==> src/rtl/batch_norm_mc_pkg.sv <==
// rtl/batch_norm_mc_pkg.sv - shared widths, saturation limits and rounding helper for batch_norm_mc
package batch_norm_mc_pkg;

  // Wide enough for any product plus bias while BIT_WIDTH+MULT_BITW stays below 62.
  localparam int MAX_W = 64;

  function automatic int addr_w(input int n);
    return (n > 1) ? $clog2(n) : 1;
  endfunction

  function automatic logic signed [MAX_W-1:0] sat_max(input int w);
    return (64'sd1 <<< (w - 1)) - 64'sd1;
  endfunction

  function automatic logic signed [MAX_W-1:0] sat_min(input int w);
    return -(64'sd1 <<< (w - 1));
  endfunction

  // Drops frac fractional bits, rounding half toward +infinity.
  function automatic logic signed [MAX_W-1:0] round_shift(input logic signed [MAX_W-1:0] x,
                                                          input int frac);
    if (frac == 0) return x;
    return ((x >>> (frac - 1)) + 64'sd1) >>> 1;
  endfunction

endpackage

==> src/rtl/bn_coef_regs.sv <==
// rtl/bn_coef_regs.sv - per-channel scale/bias register file
// One write port, one registered read port; every entry resets to identity scale and zero bias.
module bn_coef_regs #(
  parameter int CHANNELS  = 4,
  parameter int ADDR_W    = 2,
  parameter int MULT_BITW = 16,
  parameter int BIT_WIDTH = 16,
  parameter int FRAC_BITW = 8
) (
  input  logic                        clock,
  input  logic                        reset,
  input  logic                        we,
  input  logic [ADDR_W-1:0]           waddr,
  input  logic signed [MULT_BITW-1:0] wmult,
  input  logic signed [BIT_WIDTH-1:0] wbias,
  input  logic                        re,
  input  logic [ADDR_W-1:0]           raddr,
  output logic signed [MULT_BITW-1:0] rmult,
  output logic signed [BIT_WIDTH-1:0] rbias
);

  localparam logic signed [MULT_BITW-1:0] IDENT = MULT_BITW'(1) << FRAC_BITW;

  logic signed [MULT_BITW-1:0] mult_q [CHANNELS];
  logic signed [BIT_WIDTH-1:0] bias_q [CHANNELS];

  // The read samples pre-edge contents, so a same-cycle write is seen only by later reads.
  always_ff @(posedge clock) begin
    if (reset) begin
      for (int i = 0; i < CHANNELS; i++) begin
        mult_q[i] <= IDENT;
        bias_q[i] <= '0;
      end
      rmult <= IDENT;
      rbias <= '0;
    end else begin
      for (int i = 0; i < CHANNELS; i++) begin
        if (we && waddr == ADDR_W'(i)) begin
          mult_q[i] <= wmult;
          bias_q[i] <= wbias;
        end
      end
      if (re) begin
        rmult <= mult_q[raddr];
        rbias <= bias_q[raddr];
      end
    end
  end

endmodule

==> src/rtl/batch_norm_mc.sv <==
// rtl/batch_norm_mc.sv - multi-channel fixed-point batch-norm: out = sat(round(x*mult) + bias)
// Three-stage pipeline with a single global stall driven by the output handshake.
module batch_norm_mc
  import batch_norm_mc_pkg::*;
#(
  parameter int BIT_WIDTH = 16,
  parameter int FRAC_BITW = 8,
  parameter int CHANNELS  = 4,
  parameter int MULT_BITW = BIT_WIDTH,
  parameter int RELU      = 0
) (
  input  logic                              clock,
  input  logic                              reset,
  input  logic                              coef_we,
  input  logic [addr_w(CHANNELS)-1:0]       coef_addr,
  input  logic signed [MULT_BITW-1:0]       coef_mult,
  input  logic signed [BIT_WIDTH-1:0]       coef_bias,
  input  logic                              in_valid,
  output logic                              in_ready,
  input  logic                              in_first,
  input  logic signed [BIT_WIDTH-1:0]       in_val,
  output logic                              out_valid,
  input  logic                              out_ready,
  output logic signed [BIT_WIDTH-1:0]       out_val,
  output logic [addr_w(CHANNELS)-1:0]       out_ch
);

  localparam int CH_W   = addr_w(CHANNELS);
  localparam int PROD_W = BIT_WIDTH + MULT_BITW;
  localparam logic signed [MAX_W-1:0] SAT_HI = sat_max(BIT_WIDTH);
  localparam logic signed [MAX_W-1:0] SAT_LO = sat_min(BIT_WIDTH);

  logic                        en;
  logic                        accept;
  logic [CH_W-1:0]             ch_cnt;
  logic [CH_W-1:0]             cur_ch;
  logic [CH_W-1:0]             nxt_ch;

  logic                        s1_valid;
  logic signed [BIT_WIDTH-1:0] s1_val;
  logic [CH_W-1:0]             s1_ch;
  logic signed [MULT_BITW-1:0] c_mult;
  logic signed [BIT_WIDTH-1:0] c_bias;

  logic                        s2_valid;
  logic signed [PROD_W-1:0]    s2_prod;
  logic signed [BIT_WIDTH-1:0] s2_bias;
  logic [CH_W-1:0]             s2_ch;

  logic signed [MAX_W-1:0]     prod_ext;
  logic signed [MAX_W-1:0]     bias_ext;
  logic signed [MAX_W-1:0]     rounded;
  logic signed [MAX_W-1:0]     sum;
  logic signed [BIT_WIDTH-1:0] res;

  assign en       = !out_valid || out_ready;
  assign in_ready = en;
  assign accept   = in_valid && en;
  assign cur_ch   = in_first ? '0 : ch_cnt;
  assign nxt_ch   = (cur_ch == CH_W'(CHANNELS - 1)) ? '0 : cur_ch + CH_W'(1);

  // Coefficient read port registers alongside S1, indexed by the incoming sample's channel.
  bn_coef_regs #(
    .CHANNELS  (CHANNELS),
    .ADDR_W    (CH_W),
    .MULT_BITW (MULT_BITW),
    .BIT_WIDTH (BIT_WIDTH),
    .FRAC_BITW (FRAC_BITW)
  ) u_coef_regs (
    .clock (clock),
    .reset (reset),
    .we    (coef_we),
    .waddr (coef_addr),
    .wmult (coef_mult),
    .wbias (coef_bias),
    .re    (accept),
    .raddr (cur_ch),
    .rmult (c_mult),
    .rbias (c_bias)
  );

  always_ff @(posedge clock) begin
    if (reset) begin
      s1_valid <= 1'b0;
      s1_val   <= '0;
      s1_ch    <= '0;
      ch_cnt   <= '0;
    end else if (en) begin
      s1_valid <= in_valid;
      if (in_valid) begin
        s1_val <= in_val;
        s1_ch  <= cur_ch;
        ch_cnt <= nxt_ch;
      end
    end
  end

  always_ff @(posedge clock) begin
    if (reset) begin
      s2_valid <= 1'b0;
      s2_prod  <= '0;
      s2_bias  <= '0;
      s2_ch    <= '0;
    end else if (en) begin
      s2_valid <= s1_valid;
      s2_prod  <= $signed({{MULT_BITW{s1_val[BIT_WIDTH-1]}}, s1_val})
                * $signed({{BIT_WIDTH{c_mult[MULT_BITW-1]}}, c_mult});
      s2_bias  <= c_bias;
      s2_ch    <= s1_ch;
    end
  end

  always_comb begin
    prod_ext = {{(MAX_W - PROD_W){s2_prod[PROD_W-1]}}, s2_prod};
    bias_ext = {{(MAX_W - BIT_WIDTH){s2_bias[BIT_WIDTH-1]}}, s2_bias};
    rounded  = round_shift(prod_ext, FRAC_BITW);
    sum      = rounded + bias_ext;
    if (sum > SAT_HI)      res = SAT_HI[BIT_WIDTH-1:0];
    else if (sum < SAT_LO) res = SAT_LO[BIT_WIDTH-1:0];
    else                   res = sum[BIT_WIDTH-1:0];
    if (RELU != 0 && res[BIT_WIDTH-1]) res = '0;
  end

  always_ff @(posedge clock) begin
    if (reset) begin
      out_valid <= 1'b0;
      out_val   <= '0;
      out_ch    <= '0;
    end else if (en) begin
      out_valid <= s2_valid;
      out_val   <= res;
      out_ch    <= s2_ch;
    end
  end

endmodule
==> config.mk <==
export PLATFORM = sky130hd
export DESIGN_NAME = batch_norm_mc
export DESIGN_NICKNAME = d
export VERILOG_FILES = /design/src/rtl/batch_norm_mc_pkg.sv /design/src/rtl/bn_coef_regs.sv /design/src/rtl/batch_norm_mc.sv
export SDC_FILE = /design/constraint.sdc
export NUM_CORES = 1
export LEC_CHECK = 0
export CAP_MARGIN = 0
export CORE_ASPECT_RATIO = 0.8
export CORE_MARGIN = 4
export CORE_UTILIZATION = 60
export DETAILED_ROUTE_END_ITERATION = 6
export GPL_TIMING_DRIVEN = 0
export PLACE_DENSITY_LB_ADDON = 0.08
export SLEW_MARGIN = 0
export SYNTH_ARGS = -nofsm -noshare
export SYNTH_HDL_FRONTEND = slang
export SYNTH_SLANG_ARGS = --single-unit
==> constraint.sdc <==
create_clock -name clock -period 18.65 [get_ports clock]
set_clock_uncertainty 0.2 [all_clocks]
set_input_delay 2.7975 -clock clock [delete_from_list [all_inputs] [get_ports clock]]
set_output_delay 2.7975 -clock clock [all_outputs]
set_load 0.02 [all_outputs]
==> qor.txt, run 1 <==
Nets -> 2762
GRT Overall Usage -> 30.2%
Max Fclk -> 0.120 GHz
Iteration-0 DRC Markers -> 1278
Min Clock Period, post-route -> 8370 ps
normalized max-slew margin -> 31.1%
vias in the first global route -> 16900
most frequent cells in the layout -> nand2_1, inv_1, fa_1
Syn. warnings -> 0
Post-Synthesis Cells -> 2237
dpl ws -> 10260 ps
largest net degree at the start of global routing -> 33
Post-synth EDFFs -> 128
H-tree depth -> 1
Die H -> 176 um
via count -> 16200
Die ar. -> 0.0384 mm^2
Crit. End Element -> output pin
CTS tree -> yes
total stage count of the critical path -> 6
Pleak -> 0.0103 uW
Post-CTS Setup Bufs -> 0
Crit Path Class -> input port to output pin
CTS Buf Count -> 26
crit path max-delay cell type -> clkdlybuf4s50_1
Multi-input gate area -> 0.0134 mm^2
register area -> 0.00617 mm^2
std cell rows -> 61
register bit count reported by yosys -> 244
number of clock sinks -> 244
layout cell share with drive strength beyond 1 -> 3.56%
Area Overhead vs Synth -> 10.6%
Buf+Inv Stages, Crit Path -> 5
met1 GRT Util -> 43.5%
Fillers -> 2843
required time of the critical path -> 15650 ps
share of the synthesized area in the top cell type -> 24.7%
Critical Path Fanout Max -> 10
cell mode on critical path -> clkdlybuf4s50_1
Mapped Nets -> 2660
cell taking the most area after synthesis -> fa_1
cell family with the largest share of critical-path delay -> buffers and inverters
Core Area -> 0.0348 mm^2
Pre-antenna DRT Iters -> 5
Worst-Margin Slew -> 1030 ps
hold-critical path depth -> 2
WP data arrival -> 5370 ps
io pins -> 76
first-pass GRT wire length -> 90.5 mm
Synth Flop Type -> edfxtp_1
gpl congestion -> 0.962
status -> complete, no violations
Initial Utilization -> 60.9%
# port buffers -> 73
Setup crit start kind -> input port
cells along the critical path -> clkdlybuf4s50_1 > nor2b_1 > inv_1 > clkbuf_1 > buf_1 > clkdlybuf4s50_1
Slew Viols, Final -> 0
Cell Area, Synth -> 0.0212 mm^2
hold_ws -> 256 ps
synth unique cells -> 73
Final Hold Vio Count -> 0
final worst slack -> 10280 ps
GR Util met3 -> 6.14%
worst r2r path cells -> 23
initial antenna violation count -> 0
dpl hpwl -> 43.7 mm
Die Wd -> 218 um
clk buf depth -> 3
PostCTS Resize Cnt -> 0
clk_lat worst skew -> 560 ps
post-route ant nets -> 0
Max Cap Viol -> 0
Final Setup Violations -> 0
M2 GR Usage -> 47.4%
DRC viols -> 0
total negative slack -> 0 ps
Worst R2R Setup Slack -> 10980 ps
Worst Hold Class -> flip-flop to flip-flop
post-DR vias/cell -> 5.71
most common cell after layout, fill and taps aside -> nand2_1
Clock transition at path regs -> 70 ps
sequential fraction of the synthesis area -> 29.1%
cell area power density -> 77.0 mW/mm^2
VDD IR max -> 0.0000886 V
Power, Total -> 1800 uW
Root Driver -> clkbuf_16
# hold bufs at CTS -> 0
share of synthesized registers carrying an async set or reset -> 0%
largest cells by area after synthesis -> fa_1, edfxtp_1, dfxtp_1, and2_1, ha_1
GRT overflow -> 0
WL final -> 56.0 mm
GR peak layer -> met2
routed wire length per instance -> 19.8 um
max incr delay on CP -> 710 ps
RSZ-0062 raised after global routing -> no
average size of a mapped cell -> 9.48 um^2
period utilisation layout -> 44.9%
==> tightest hold or removal path, cell delays in order, from the launching register on <==
cell and delay, ps:
dfxtp_1 310, nand2_1 50, a21oi_1 50
==> layer usage <==
layer | wire [um] | vias up
li1 | - | 7430
met1 | 24400 | 7966
met2 | 24800 | 659
met3 | 5170 | 110
met4 | 1660 | 0
met5 | 0 | -
==> state kept, by name (all words and copies together) (netlist names), 16 cells and up <==
name and cells:
u_coef_regs.rbias 16, u_coef_regs.bias_q 64, s1_val 16, u_coef_regs.mult_q 64, out_val 16, s2_bias 16, u_coef_regs.rmult 16, s2_prod 25
==> cell type report <==
class,count,area share (%)
multi-input combinational,1564,57.2
timing repair buffer,74,3.20
tap,472,2.52
inverter,316,5.06
antenna,1,0.0107
clock buffer,37,3.30
buffer,113,1.90
sequential,244,26.3
clock inverter,11,0.507
==> worst paths after layout <==
check	startpoint	to
worst max register to register	u_coef_regs.rmult[8]	s2_prod[22]
worst max-delay path	out_ready	in_ready
worst min-delay path	out_val[15]	out_val[15]
worst min register to register	out_val[15]	out_val[15]
==> cells by family after synthesis <==
logic type	Yosys count	share of synthesized area, %
compound gates	311	10.3
fa+ha+maj	367	30.9
buf+inv	429	7.70
xor+xnor	68	2.81
flops	244	29.1
simple gates	816	19.1
mux	2	0.0944
==> cell usage after synthesis, drive strengths merged (15+ instances only) <==
cell	n
nand2	319
inv	316
fa	262
and2	248
edfxtp	128
a21oi	124
dfxtp	116
ha	105
nor2	104
clkbuf	95
a211oi	42
xnor2	41
nor2b	39
a311oi	32
o21ai	27
xor2	27
buf	18
nand2b	18
nand3	17
nor3	17
or3	17
o32ai	15
==> per-stage QoR <==
stage | util, % | instance area [um^2] | instances
floorplan | - | 21200 | 2237
global placement | 64.7 | 22500 | 2782
detailed placement | 64.8 | 22600 | 2783
CTS | 67.4 | 23400 | 2831
global route | 67.4 | 23400 | 2831
finish | 67.4 | 23500 | 2832
==> power by group <==
group          total [uW]  internal (uW)  leakage [uW]  switching, uW
logic                 598            243       0.00759            355
clock network         532            306      0.000448            226
registers             675            628       0.00222           47.4
total                1800           1180        0.0103            628
Power figures use the tool's default switching activity.
==> run 2: changes to the inputs <==
--- a/config.mk
+++ b/config.mk
@@ -8,7 +8,7 @@
 export CAP_MARGIN = 0
 export CORE_ASPECT_RATIO = 0.8
 export CORE_MARGIN = 4
-export CORE_UTILIZATION = 60
+export CORE_UTILIZATION = 57
 export DETAILED_ROUTE_END_ITERATION = 6
 export GPL_TIMING_DRIVEN = 0
 export PLACE_DENSITY_LB_ADDON = 0.08
==> constraint.sdc (replaced) <==
create_clock -name clock -period 7.06 [get_ports clock]
set_clock_uncertainty 0.2 [all_clocks]
set_input_delay 1.059 -clock clock [delete_from_list [all_inputs] [get_ports clock]]
set_output_delay 1.059 -clock clock [all_outputs]
set_load 0.02 [all_outputs]
==> run 2 against run 1 <==
  * Global-route usage decreased by 1.5 points
  * First-iteration DRC count increased by 7.1%
  * Non-clock buffer count decreased by 2
  * Combinational power increased to 2.7 times the previous value
  * Largest power group unchanged
==> qor.txt, run 2 (synthesized netlist as in run 1, its figures left out) <==
status -> complete, no violations
clk buf depth -> 3
GR peak layer -> met2
Area Overhead vs Synth -> 11.6%
placed instance count -> 2791
H-tree depth -> 1
antenna diode count -> 0
# port buffers -> 73
io pins -> 76
Setup crit start kind -> flip-flop
Die H -> 181 um
Nets -> 2760
CTS tree -> yes
dpl hpwl -> 44.0 mm
vias in the first global route -> 16900
clk_lat worst skew -> 560 ps
Min Clock Period, post-route -> 6900 ps
Pleak -> 0.0104 uW
number of clock sinks -> 244
FF-to-FF Start -> s1_val[5]
Slew Viols, Final -> 0
post-route ant nets -> 0
VDD IR max -> 0.000212 V
DRC viols -> 0
Largest regs -> u_coef_regs.bias_q: 64 flops, u_coef_regs.mult_q: 64 flops, s2_prod: 25 flops
Critical Path Fanout Max -> 10
min-delay src -> s2_valid
cell area power density -> 205 mW/mm^2
GRT overflow -> 0
Worst-Margin Slew -> 1060 ps
initial antenna violation count -> 0
GR Util met3 -> 5.72%
Non-Filler Instances -> 2837
Final Hold Vio Count -> 0
Critical Path Source -> s1_val[5]
largest net degree at the start of global routing -> 33
Die ar. -> 0.0404 mm^2
GRT Overall Usage -> 28.7%
Final Setup Violations -> 0
via count -> 16100
most frequent cells in the layout -> nand2_1, inv_1, fa_1
total negative slack -> 0 ps
WL final -> 56.6 mm
required time of the critical path -> 7290 ps
Crit. End Element -> flip-flop
routed wire length per instance -> 19.9 um
gpl congestion -> 0.955
Core Area -> 0.0363 mm^2
M2 GR Usage -> 44.9%
Initial Utilization -> 58.4%
period utilisation layout -> 97.8%
Max Fclk -> 0.145 GHz
met1 GRT Util -> 42.2%
Iteration-0 DRC Markers -> 1369
Clock transition at path regs -> 70 ps
WP data arrival -> 7140 ps
Crit Path Class -> flip-flop to flip-flop
post-DR vias/cell -> 5.69
Root Driver -> clkbuf_16
Max Cap Viol -> 0
first-pass GRT wire length -> 92.2 mm
CTS Buf Count -> 26
Pre-antenna DRT Iters -> 7
std cell rows -> 62
normalized max-slew margin -> 29.0%
Worst Hold Class -> flip-flop to flip-flop
layout cell share with drive strength beyond 1 -> 6.02%
most common cell after layout, fill and taps aside -> nand2_1
Die Wd -> 224 um
[run 2: changes by cell type in the layout (fill, tap and decap cells not counted), sizes merged]
cell / previous run / this run
clkinv: 8 / 5
clkbuf: 132 / 119
inv: 318 / 317
diode: 1 / 0
buf: 19 / 31
bufinv: 1 / 4
[run 2: area by class of cell]
| cell class | instances | area (um^2) |
|---|---|---|
| fillers | 3017 | 12600 |
| clock inverters | 10 | 183 |
| clock buffers | 38 | 726 |
| well taps | 480 | 601 |
| flip-flops and latches | 244 | 6210 |
| multi-input cells | 1564 | 13500 |
| plain buffers | 108 | 509 |
| inverters | 316 | 1190 |
| repair buffers | 77 | 773 |
[run 2: critical path, stage by stage (launching register included)]
cell      delay [ps]
dfxtp_2          450
clkbuf_4         290
nand2_1          100
fa_1             490
inv_1             50
fa_1             510
inv_1             60
fa_1             540
inv_1             70
fa_1             540
fa_1             530
inv_1             50
fa_1             470
inv_1             40
ha_1             350
nand4_1          140
or4_4            590
a21oi_4          210
nand2b_1         190
o31a_1           310
a31oi_1          150
xor2_1           330
o21ai_0          140
[run 2: timing repair]
item | CTS | global route
pin swaps | 0 | 6
resized for setup | 42 | 65
hold endpoints to repair | 0 | 0
endpoints found under the setup margin | 14 | 13
hold buffers | 0 | 0
buffers inserted | 0 | 3
[run 2: worst paths after layout]
check,slack (ps),depth (start not counted),end
worst min register to register,260,2,s2_valid
worst max register to register,160,22,s2_prod[25]
worst max-delay path,160,22,s2_prod[25]
worst min-delay path,260,2,s2_valid
[run 2: power by group]
| group | switching (uW) | total (uW) | internal (uW) |
|---|---|---|---|
| Sequential | 137 | 1800 | 1660 |
| Combinational | 942 | 1600 | 656 |
| Clock | 591 | 1460 | 867 |
| Total | 1670 | 4850 | 3180 |
[run 2: layer usage]
layer	share of wire (%)	vias to the layer above
met1	45	8063
met5	0	-
met3	7.9	75
met4	1.8	0
met2	45	593
li1	-	7406
[run 2: stage by stage]
step	total power (uW)	util, %	cell area, um^2	worst slack, ps	hold WS [ps]
2_1_floorplan	2850	-	21200	562	232
3_3_place_gp	3340	62.1	22500	-565	239
3_5_place_dp	3370	62.2	22600	-635	247
4_1_cts	4840	64.8	23500	2.03	255
5_1_grt	5120	65.2	23700	-29.3	275
6_report	4850	65.2	23700	155	257
==> run 3: changes to the inputs <==
--- a/config.mk
+++ b/config.mk
@@ -6,12 +6,13 @@
 export NUM_CORES = 1
 export LEC_CHECK = 0
 export CAP_MARGIN = 0
-export CORE_ASPECT_RATIO = 0.8
+export CORE_ASPECT_RATIO = 1.75
 export CORE_MARGIN = 4
 export CORE_UTILIZATION = 57
 export DETAILED_ROUTE_END_ITERATION = 6
 export GPL_TIMING_DRIVEN = 0
 export PLACE_DENSITY_LB_ADDON = 0.08
+export SKIP_CTS_REPAIR_TIMING = 1
 export SLEW_MARGIN = 0
 export SYNTH_ARGS = -nofsm -noshare
 export SYNTH_HDL_FRONTEND = slang
==> run 3 against run 2 <==
  * Hold slack better by 1.6 ps
  * Sequential share of layout area is 0.28 points higher
  * Largest cell class unchanged
  * Combinational power hardly changed
==> qor.txt, run 3 (synthesized netlist as in run 1, its figures left out) <==
placed instance count -> 2786
Routed met3 length -> 2.37 mm
Fillers -> 3188
Die ar. -> 0.0405 mm^2
cell area power density -> 197 mW/mm^2
dpl hpwl -> 49.2 mm
wl on met1 -> 19.2 mm
status -> complete, no violations
first-pass GRT wire length -> 94.2 mm
CTS Buf Count -> 22
VDD IR max -> 0.000263 V
Max Cap Viol -> 0
post-route ant nets -> 0
normalized max-slew margin -> 30.3%
largest net degree at the start of global routing -> 33
CTS tree -> yes
Min Clock Period, post-route -> 6910 ps
most common cell after layout, fill and taps aside -> nand2_1
layout cell share with drive strength beyond 1 -> 5.88%
met2 wire length -> 34.3 mm
cells along the critical path -> clkbuf_2 > nand2_1 > fa_1 > fa_1 > inv_1 > fa_1 > fa_1 > fa_1 > inv_1 > fa_1 > inv_1 > ha_1 > nand4_1 > or4_4 > a21oi_4 > nand2b_1 > o31a_1 > a21oi_2 > xor2_2 > o21ai_0
Worst Hold Class -> flip-flop to flip-flop
Crit. End Element -> flip-flop
Critical Path Fanout Max -> 10
Largest regs -> u_coef_regs.bias_q: 64 flops, u_coef_regs.mult_q: 64 flops, s2_prod: 25 flops
WP data arrival -> 7140 ps
required time of the critical path -> 7290 ps
routed wire length per instance -> 21.3 um
Multi-input gate area -> 0.0135 mm^2
Worst R2R Setup Slack -> 150 ps
Final Setup Violations -> 0
Core Area -> 0.0368 mm^2
WL final -> 60.3 mm
Initial Utilization -> 57.7%
Final Instance Area -> 0.0235 mm^2
register area -> 0.00622 mm^2
RSZ-0062 raised after global routing -> yes
Die H -> 263 um
Final Hold Vio Count -> 0
vias in the first global route -> 17200
Clock transition at path regs -> 70 ps
# port buffers -> 73
DRC viols -> 0
hold_ws -> 259 ps
Crit Path Class -> flip-flop to flip-flop
GRT overflow -> 0
post-DR vias/cell -> 5.66
antenna diode count -> 0
period utilisation layout -> 97.8%
Die Wd -> 154 um
number of clock sinks -> 244
cell mode on critical path -> fa_1
Buf+Inv Stages, Crit Path -> 4
via count -> 16000
most frequent cells in the layout -> nand2_1, inv_1, fa_1
total negative slack -> 0 ps
Root Driver -> clkbuf_16
Pre-antenna DRT Iters -> 7
std cell rows -> 93
initial antenna violation count -> 0
Slew Viols, Final -> 0
cell family with the largest share of critical-path delay -> adder cells
Area after DPL -> 0.0226 mm^2
max incr delay on CP -> 590 ps
Worst-Margin Slew -> 1050 ps
top routing layer in use -> met4
H-tree depth -> 1
io pins -> 76
Pleak -> 0.0103 uW
Iteration-0 DRC Markers -> 718
Area Overhead vs Synth -> 10.6%
clk buf depth -> 3
Non-Filler Instances -> 2823
Nets -> 2756
clk_lat worst skew -> 550 ps
GRT Overall Usage -> 30.1%
Max Fclk -> 0.145 GHz
gpl congestion -> 0.949
Setup crit start kind -> flip-flop
crit path max-delay cell type -> or4_4
run 3: cell count changes in the layout (fill, tap and decap cells not counted), moves of 3 or more:
cell | before | now
bufinv_16 | 4 | 1
clkbuf_1 | 71 | 65
clkbuf_16 | 26 | 22
clkbuf_4 | 9 | 14
clkinv_2 | 1 | 5
dfxtp_2 | 24 | 17
dfxtp_4 | 3 | 9
run 3: worst paths after layout:
| kind | endpoint | cells after the start | start |
|---|---|---|---|
| setup / recovery | s2_prod[21] | 20 | u_coef_regs.rmult[13] |
| hold / removal | s2_bias[0] | 2 | u_coef_regs.rbias[0] |
| setup reg to reg | s2_prod[21] | 20 | u_coef_regs.rmult[13] |
| hold reg to reg | s2_bias[0] | 2 | u_coef_regs.rbias[0] |
run 3: per-stage QoR:
| stage | utilization, % | setup slack (ps) | power (uW) |
|---|---|---|---|
| after global placement | 61.3 | -942 | 3390 |
| final | 63.8 | 154 | 4620 |
| after floorplan | - | 562 | 2850 |
| after CTS | 63.3 | -1030 | 4620 |
| after detailed placement | 61.4 | -988 | 3410 |
| after global routing | 63.8 | -57.8 | 4860 |
run 3: worst reg2reg max path, stage by stage, from the launching register on:
cell      delay [ps]
dfxtp_1          570
clkbuf_2         350
nand2_1          130
fa_1             500
fa_1             490
inv_1             50
fa_1             520
fa_1             450
fa_1             530
inv_1             60
fa_1             490
inv_1             50
ha_1             320
nand4_1          150
or4_4            590
a21oi_4          260
nand2b_1         210
o31a_1           330
a21oi_2          130
xor2_2           300
o21ai_0          110
run 3: cell type report:
| type | count | share of cell area (%) |
|---|---|---|
| Multi-Input combinational cell | 1564 | 57.4 |
| Sequential cell | 244 | 26.5 |
| Inverter | 316 | 5.06 |
| Timing Repair Buffer | 76 | 3.26 |
| Tap cell | 475 | 2.53 |
| Clock buffer | 26 | 2.45 |
| Buffer | 109 | 2.21 |
| Clock inverter | 13 | 0.603 |
run 3: power by group:
part | internal (uW) | switching [uW] | total, uW
clock | 650 | 562 | 1210
sequential | 1660 | 159 | 1820
combinational | 657 | 932 | 1590
run 3: routing by layer:
metal  vias up  global-route usage, %
met2       471                   59.1
met4         0                   18.8
met5         -                      0
li1       7400                      -
met3       195                   2.76
met1      7907                   29.5
